$ cat src/rtl/noc_pkg.sv
// Shared NoC definitions: local port index, injector FSM states and the default flit layout.
package noc_pkg;

  localparam int LOCAL_PORT  = 0;
  localparam int FLIT_DATA_W = 64;
  localparam int FLIT_DEST_W = 6;

  typedef enum logic {
    HEAD = 1'b0,
    BODY = 1'b1
  } inj_state_t;

  typedef struct packed {
    logic [FLIT_DATA_W-1:0] data;
    logic [FLIT_DEST_W-1:0] dest;
    logic                   is_tail;
  } flit_t;

endpackage

$ cat src/rtl/flit_skid_buffer.sv
// Two-entry fall-through skid buffer with a registered ready; an empty buffer
// hands an incoming beat straight to the output in the same cycle.
module flit_skid_buffer
  import noc_pkg::*;
#(
  parameter type T = flit_t
) (
  input  logic clk,
  input  logic rst,
  input  logic in_valid,
  output logic in_ready,
  input  T     in_data,
  output logic out_valid,
  input  logic out_ready,
  output T     out_data
);

  T           mem [2];
  logic       rd_ptr;
  logic       wr_ptr;
  logic [1:0] count;
  logic [1:0] count_next;
  logic       push;
  logic       pop;
  logic       pop_mem;
  logic       store;

  assign push      = in_valid & in_ready;
  assign out_valid = (count != 2'd0) | push;
  assign out_data  = (count == 2'd0) ? in_data : mem[rd_ptr];
  assign pop       = out_valid & out_ready;
  assign pop_mem   = pop & (count != 2'd0);
  // a beat popped in its arrival cycle never touches storage
  assign store     = push & ~(pop & (count == 2'd0));

  always_comb begin
    count_next = count + {1'b0, store} - {1'b0, pop_mem};
  end

  always_ff @(posedge clk) begin
    if (store) mem[wr_ptr] <= in_data;
  end

  always_ff @(posedge clk) begin
    if (rst) begin
      rd_ptr   <= 1'b0;
      wr_ptr   <= 1'b0;
      count    <= 2'd0;
      in_ready <= 1'b0;
    end else begin
      if (store)   wr_ptr <= ~wr_ptr;
      if (pop_mem) rd_ptr <= ~rd_ptr;
      count    <= count_next;
      in_ready <= (count_next != 2'd2);
    end
  end

endmodule

$ cat src/rtl/axis_flit_injector.sv
// AXI-Stream to credit-based wormhole flit injector for the router local port.
// Optional flit/packet counters are enabled by AXIS_FLIT_INJECTOR_STATS_EN.
//   state | meaning
//   HEAD  | next flit opens a packet and carries its own {tid, tdest}
//   BODY  | mid-packet, flits carry the destination latched from the head
module axis_flit_injector
  import noc_pkg::*;
#(
  parameter int TDATA_WIDTH       = 64,
  parameter int TDEST_WIDTH       = 4,
  parameter int TID_WIDTH         = 2,
  parameter int DEST_WIDTH        = TDEST_WIDTH + TID_WIDTH,
  parameter int FLIT_BUFFER_DEPTH = 8,
  parameter int CREDIT_WIDTH      = $clog2(FLIT_BUFFER_DEPTH + 1)
) (
  input  logic                    clk_noc,
  input  logic                    rst_noc_sync,
  input  logic                    axis_in_tvalid,
  output logic                    axis_in_tready,
  input  logic [TDATA_WIDTH-1:0]  axis_in_tdata,
  input  logic                    axis_in_tlast,
  input  logic [TID_WIDTH-1:0]    axis_in_tid,
  input  logic [TDEST_WIDTH-1:0]  axis_in_tdest,
  output logic [TDATA_WIDTH-1:0]  data_out,
  output logic [DEST_WIDTH-1:0]   dest_out,
  output logic                    is_tail_out,
  output logic                    send_out,
  input  logic                    credit_in,
  output logic [CREDIT_WIDTH-1:0] credits_avail,
  output logic                    credit_err
`ifdef AXIS_FLIT_INJECTOR_STATS_EN
  ,
  output logic [31:0]             flit_count,
  output logic [31:0]             pkt_count
`endif
);

  localparam logic [CREDIT_WIDTH-1:0] CREDIT_MAX = CREDIT_WIDTH'(FLIT_BUFFER_DEPTH);

  typedef struct packed {
    logic [TDATA_WIDTH-1:0] data;
    logic [DEST_WIDTH-1:0]  dest;
    logic                   is_tail;
  } inj_flit_t;

  inj_flit_t              in_flit;
  inj_flit_t              head_flit;
  logic                   head_valid;
  logic                   send;
  inj_state_t             state_q;
  inj_state_t             state_d;
  logic [DEST_WIDTH-1:0]  dest_lock;
  logic [DEST_WIDTH-1:0]  flit_dest;

  assign in_flit = {axis_in_tdata, axis_in_tid, axis_in_tdest, axis_in_tlast};

  flit_skid_buffer #(
    .T (inj_flit_t)
  ) u_skid (
    .clk       (clk_noc),
    .rst       (rst_noc_sync),
    .in_valid  (axis_in_tvalid),
    .in_ready  (axis_in_tready),
    .in_data   (in_flit),
    .out_valid (head_valid),
    .out_ready (send),
    .out_data  (head_flit)
  );

  // credits are registered, so a returned credit can only enable the next cycle's send
  assign send = head_valid & (credits_avail != '0);

  always_comb begin
    state_d   = state_q;
    flit_dest = dest_lock;
    case (state_q)
      HEAD: begin
        flit_dest = head_flit.dest;
        if (send && !head_flit.is_tail) state_d = BODY;
      end
      BODY: begin
        if (send && head_flit.is_tail) state_d = HEAD;
      end
      default: state_d = HEAD;
    endcase
  end

  always_ff @(posedge clk_noc) begin
    if (rst_noc_sync) begin
      state_q     <= HEAD;
      dest_lock   <= '0;
      send_out    <= 1'b0;
      is_tail_out <= 1'b0;
      data_out    <= '0;
      dest_out    <= '0;
    end else begin
      state_q  <= state_d;
      send_out <= send;
      if (send) begin
        data_out    <= head_flit.data;
        dest_out    <= flit_dest;
        is_tail_out <= head_flit.is_tail;
      end else begin
        is_tail_out <= 1'b0;
      end
      if (send && state_q == HEAD) dest_lock <= head_flit.dest;
    end
  end

  always_ff @(posedge clk_noc) begin
    if (rst_noc_sync) begin
      credits_avail <= CREDIT_MAX;
      credit_err    <= 1'b0;
    end else begin
      case ({send, credit_in})
        2'b10: credits_avail <= credits_avail - 1'b1;
        2'b01: begin
          // a credit with the downstream FIFO already empty means the link lost sync
          if (credits_avail == CREDIT_MAX) credit_err <= 1'b1;
          else                             credits_avail <= credits_avail + 1'b1;
        end
        default: credits_avail <= credits_avail;
      endcase
    end
  end

`ifdef AXIS_FLIT_INJECTOR_STATS_EN
  always_ff @(posedge clk_noc) begin
    if (rst_noc_sync) begin
      flit_count <= '0;
      pkt_count  <= '0;
    end else if (send) begin
      flit_count <= flit_count + 32'd1;
      if (head_flit.is_tail) pkt_count <= pkt_count + 32'd1;
    end
  end
`endif

endmodule

$ cat config.mk
export PLATFORM = sky130hd
export DESIGN_NAME = axis_flit_injector
export DESIGN_NICKNAME = d
export VERILOG_FILES = /design/src/rtl/noc_pkg.sv /design/src/rtl/flit_skid_buffer.sv /design/src/rtl/axis_flit_injector.sv
export SDC_FILE = /design/constraint.sdc
export NUM_CORES = 1
export LEC_CHECK = 0
export ABC_AREA = 1
export BUFFER_PORTS_ARGS = -buffer_cell sky130_fd_sc_hd__buf_2
export CAP_MARGIN = 15
export CORE_MARGIN = 3
export CORE_UTILIZATION = 35
export CTS_CLUSTER_DIAMETER = 50
export DETAILED_ROUTE_END_ITERATION = 10
export PLACE_DENSITY_LB_ADDON = 0.05
export SYNTH_ARGS = -nofsm -noshare
export SYNTH_HDL_FRONTEND = slang
export SYNTH_SLANG_ARGS = --single-unit
export TNS_END_PERCENT = 10
$ cat constraint.sdc
create_clock -name clk_noc -period 5.7 [get_ports clk_noc]
set_input_delay 0 -clock clk_noc [delete_from_list [all_inputs] [get_ports clk_noc]]
set_output_delay 0 -clock clk_noc [all_outputs]
set_load 0.005 [all_outputs]
# Word-level counts from Yosys, hierarchy flattened
# Memories as Yosys holds them, arrays and structs flattened. A register that Yosys moved wholly into a read port is not among the register bits.
# Index checks and enable logic that the tools add are counted.
# word_totals
ff_bits,89
mem_bits_rw,142
in_bits,75
output_inout_bits,78
word_cells,56
memories,1
# memory_table
memory,words,width,read_ports,rd_ports_with_merged_regs,write_ports,line_no,source
u_skid.mem,2,71,1,1,1,flit_skid_buffer.sv:18,T mem [2];
# op_classes
addsub,4
eq_ne,5
mux,11
bitwise,12
n_reduce_logical,11
# op_table
operator,n
71-bit 2-to-1 mux,1
4-bit case mux with 2 select lines,1
1-bit bitwise AND,6
1-bit 2-to-1 mux,6
6-bit 2-to-1 mux,1
1-bit NOT,5
4-bit by 1-bit adder with 4-bit output (second input constant),1
4-bit == test (second input constant),1
4-bit 2-to-1 mux,1
2-bit inequality test (second input constant),2
2-bit AND reduction,2
2-bit nonzero test,2
4-bit nonzero test,1
4-bit by 1-bit subtractor with 4-bit output (second input constant),1
1-bit logical AND,3
2-bit by 1-bit adder with 2-bit output,1
2-bit by 1-bit == test with 1-bit output (second input constant),1
2-bit == test (second input constant),1
2-bit zero test,1
1-bit case mux with 2 select lines,1
2-bit OR reduction,1
2-bit by 1-bit subtractor with 2-bit output,1
1-bit zero test,1
1-bit OR,1

# Depth between registers and ports, before layout
# logic_depth
depth_word,10
mapped_depth,14
ltp_nobuf,14

# By module
# Synthesis repeated with hierarchy kept, for this count alone.
# hier_totals
cells_unflattened,957
hier_area_um2,9311.4
# by_module_without_submodules
mod,instances,cells_per_inst,area_each_um2,seq_area_each_um2
flit_skid_buffer,1,569,6246.0,4384.2
axis_flit_injector,1,388,3065.4,1681.6

# Worst setup path after synthesis
# Ideal clock, no wire load.
# synth_path
path_type,reg-to-reg
from,reg credits_avail[0]
to,"mem u_skid.mem[0][0] in the netlist's numbering, enable pin"
setup_ns,0.588
arrival_ns,5.792
t_required_ns,5.112
setup_slack_ns,-0.680
path_stages_with_launch,7
path_buffers,1
period_less_slack_ns,6.380
cell_sequence,dfxtp_1 > nor2_1 > nand2_1 > nand2_4 > nor2_2 > buf_2 > nor3_1
# synth_via
elab_chain_len,8
# synth_lines
item,line_no,source
start: declaration,axis_flit_injector.sv:29,"output logic [CREDIT_WIDTH-1:0] credits_avail,"
start signal: assignment,axis_flit_injector.sv:116,2'b10: credits_avail <= credits_avail - 1'b1;
start signal: assignment,axis_flit_injector.sv:120,else credits_avail <= credits_avail + 1'b1;
start signal: assignment,axis_flit_injector.sv:122,default: credits_avail <= credits_avail;
4-bit nonzero test,axis_flit_injector.sv:71,assign send = head_valid & (credits_avail != '0);
1-bit bitwise AND,axis_flit_injector.sv:71,
1-bit bitwise AND,flit_skid_buffer.sv:31,assign pop = out_valid & out_ready;
1-bit bitwise AND,flit_skid_buffer.sv:34,assign store = push & ~(pop & (count == 2'd0));
1-bit NOT,flit_skid_buffer.sv:34,
1-bit bitwise AND,flit_skid_buffer.sv:34,
1-bit 2-to-1 mux,flit_skid_buffer.sv:41,if (store) mem[wr_ptr] <= in_data;
1-bit 2-to-1 mux (not written as such),flit_skid_buffer.sv:41,
end: declaration,flit_skid_buffer.sv:18,
# Every way passes these cells.

# Worst setup path after layout
# layout_path
from,reg credits_avail[0]
to,"mem u_skid.mem[1][56] in the netlist's numbering, enable pin"
# The elaborated chain is that of the path after synthesis.

==> reports/qor.csv <==
metric;value;unit
grtUsageTotal;0.165;
drc;0;
cts_made_buffers;30;
place_congestion;0.738;
path_class;flip-flop to flip-flop;
drive_gt1_frac;0.198;
antenna_found_initial;0;
final_nets;1167;
grt_pass1_wl;35.7;mm
die_y;165;um
whs;0.108;ns
dp_hpwl;12.7;mm
p_leak;0.00469;uW
synth.most_common_cell;nand2_1;
cts_hold_buf;72;
ir_worst_vdd;375;uV
worstPathRequired;5.88;ns
grt_max_degree;84;
synth_seq_cells;232;
grt_pass1_vias;6569;
end_kind;flip-flop;
synth_edf_count;142;
relSlewSlack;0.321;
r2r_slack;2.26;ns
postRouteAntennaNets;0;
via_per_inst;4.62;
area_growth;31.0;%
num_vias;6623;
fmax;0.291;GHz
synth_fp_nets;950;
die_width;165;um
power.density;551;nW/um2
post_cts.repair.setup_buffers;0;
cts_tree;yes;
setup_viol;0;
reg2reg_to;u_skid.mem[1][56];
cap_violations;0;
tightest_slew;1.02;ns
clk_pin_slew;0.06;ns
synth_common_cells;430 x nand2_1, 142 x edfxtp_1, 90 x dfxtp_1, 65 x a31oi_1, 23 x clkbuf_1;
status;finished clean;
timing.final.crit_share;0.603;
cts_buffer_depth;3;
hold_path_end;u_skid.mem[0][1];
wl_per_cell;15.6;um
ys_types;27;
rsz0062_at_grt;false;
hold_path_depth;3;
die_area;27300;um2
wl;22.4;mm
drt_pass1_iterations;4;
clock_sinks;232;
crit_fanout;72;
yosysSeqAreaShare;0.684;
cts_resized;0;
ys_warn_count;0;
yosys.area.top_type;edfxtp_1;
clk_latency;0.53;ns
reg2regPathDepth;9;
hold_class;primary input to flip-flop;
tns;0;ns
max_stage_delay;0.72;ns
cp-start-kind;flip-flop;
crit_path_cell_trace;nor2_1 -> nand2_1 -> nand2_4 -> nor2_4 -> buf_4 -> nor2_1 -> nand2_1 -> inv_2 -> buf_4;
clock_skew;0.0122;ns
synth_flop_cell;edfxtp_1;
async_reset_ff_frac;0;
finalMaxSlewViolations;0;
arrival;3.61;ns
synth_area;8860;um2
pin_count;153;
slowest_stage;nand2_4;
r2r-start;credits_avail[0];
synth_top_cell_area_share;0.481;
rows;57;
initial_core_util;0.360;
core_area;24600;um2
avgSynthCellArea;10.2;um2
timing_hold_violations_final;0;
fillers;2326;
yosys-top-cells-area;edfxtp_1 48%, dfxtp_1 20%, nand2_1 18%, a31oi_1 4.6%, a21oi_1 1.0%;
hp-start;axis_in_tvalid;
htree_num_levels;1;
drt_iter0_drc;504;
grt-ovfl-total;0;
syn_inst;870;
io_buffers;152;
finalCriticalPeriod;3.44;ns
antenna_cells;0;
cts_root_buf;clkbuf_16;
[per-stage QoR]
step	utilization	instance area (um2)	worst slack (ns)	std cells	total power, uW
final	0.472	11600	2.26	1435	6390
after global routing	0.472	11600	1.87	1435	6900
after CTS	0.472	11600	2.12	1435	6520
after detailed placement	0.401	9870	2.12	1307	4570
after global placement	0.401	9870	2.22	1307	4570
after floorplan	-	8870	1.51	870	3880
[power breakdown]
group | internal [uW] | switching [uW] | total, uW
Combinational | 681 | 1390 | 2070
Clock | 1190 | 691 | 1880
Sequential | 2250 | 190 | 2440
[how the worst max path moves through the flow]
stage                     start                end  slack (ns)
2_1_floorplan  credits_avail[0]   u_skid.mem[0][0]        1.51
3_3_place_gp   credits_avail[0]  u_skid.mem[1][56]        2.22
3_5_place_dp   credits_avail[0]  u_skid.mem[1][56]        2.12
4_1_cts        credits_avail[0]  u_skid.mem[1][56]        2.12
5_1_grt        credits_avail[0]  u_skid.mem[1][56]        1.87
6_report       credits_avail[0]  u_skid.mem[1][56]        2.26
[per-layer routing]
layer	share of wire	global-route usage	routed length (um)	vias up
li1	-	-	-	3360
met1	0.48	0.235	10700	3064
met2	0.45	0.264	10100	169
met3	0.056	0.0254	1260	30
met4	0.017	0.0416	384	0
met5	0	0	0	-
[registers in the layout (all words and copies together) (netlist names), named ones only]
name and count:
credit_err 1, credits_avail 4, data_out 64, dest_lock 6, dest_out 6, is_tail_out 1, send_out 1, u_skid.count 2
u_skid.in_ready 1, u_skid.mem 142, u_skid.rd_ptr 1, u_skid.wr_ptr 1
[cell type report]
cell class / count / area [um2] / share of cell area
multi-input cells: 573 / 2500 / 0.216
clock buffers: 43 / 871 / 0.0750
repair buffers: 233 / 1550 / 0.133
well taps: 324 / 405 / 0.0349
clock inverters: 13 / 149 / 0.0128
flip-flops and latches: 232 / 6070 / 0.523
inverters: 17 / 63.8 / 0.00550
[cell families (layout without fill, tap and decap cells)]
kind of cell             count (synthesis)  count (layout)  share of synthesized area
XOR/XNOR                                 3               3                    0.00296
adder cells (fa/ha/maj)                  5               5                    0.00791
AND/OR/NAND/NOR                        467             467                      0.203
buffers and inverters                   65             306                     0.0351
flip-flops                             232             232                      0.684
AO/OA/AOI/OAI                           98              98                     0.0662
[critical path, delay by kind of cell, from the launching register on]
kind | cells | cell delay (ns)
AND/OR/NAND/NOR | 6 | 1.50
flip-flops | 1 | 0.37
buffers and inverters | 3 | 1.15
[cell usage in the layout (no fill, tap or decap), drive strengths merged]
| master | Yosys | final |
|---|---|---|
| nand2 | 432 | 432 |
| buf | 25 | 161 |
| edfxtp | 142 | 142 |
| dfxtp | 90 | 90 |
| dlygate4sd3 | 0 | 72 |
| a31oi | 65 | 65 |
| clkbuf | 23 | 43 |
| nor2 | 19 | 19 |
| a21oi | 18 | 18 |
| inv | 17 | 17 |
| nand3 | 13 | 13 |
| o21ai | 9 | 9 |
| o211ai | 6 | 6 |
| clkinv | 0 | 6 |
| ha | 4 | 4 |
| clkinvlp | 0 | 4 |
| xnor2 | 3 | 3 |
| bufinv | 0 | 3 |
| nor3 | 1 | 1 |
| and2 | 1 | 1 |
| nand4 | 1 | 1 |
| fa | 1 | 1 |
(Power assumes the default switching activity.)
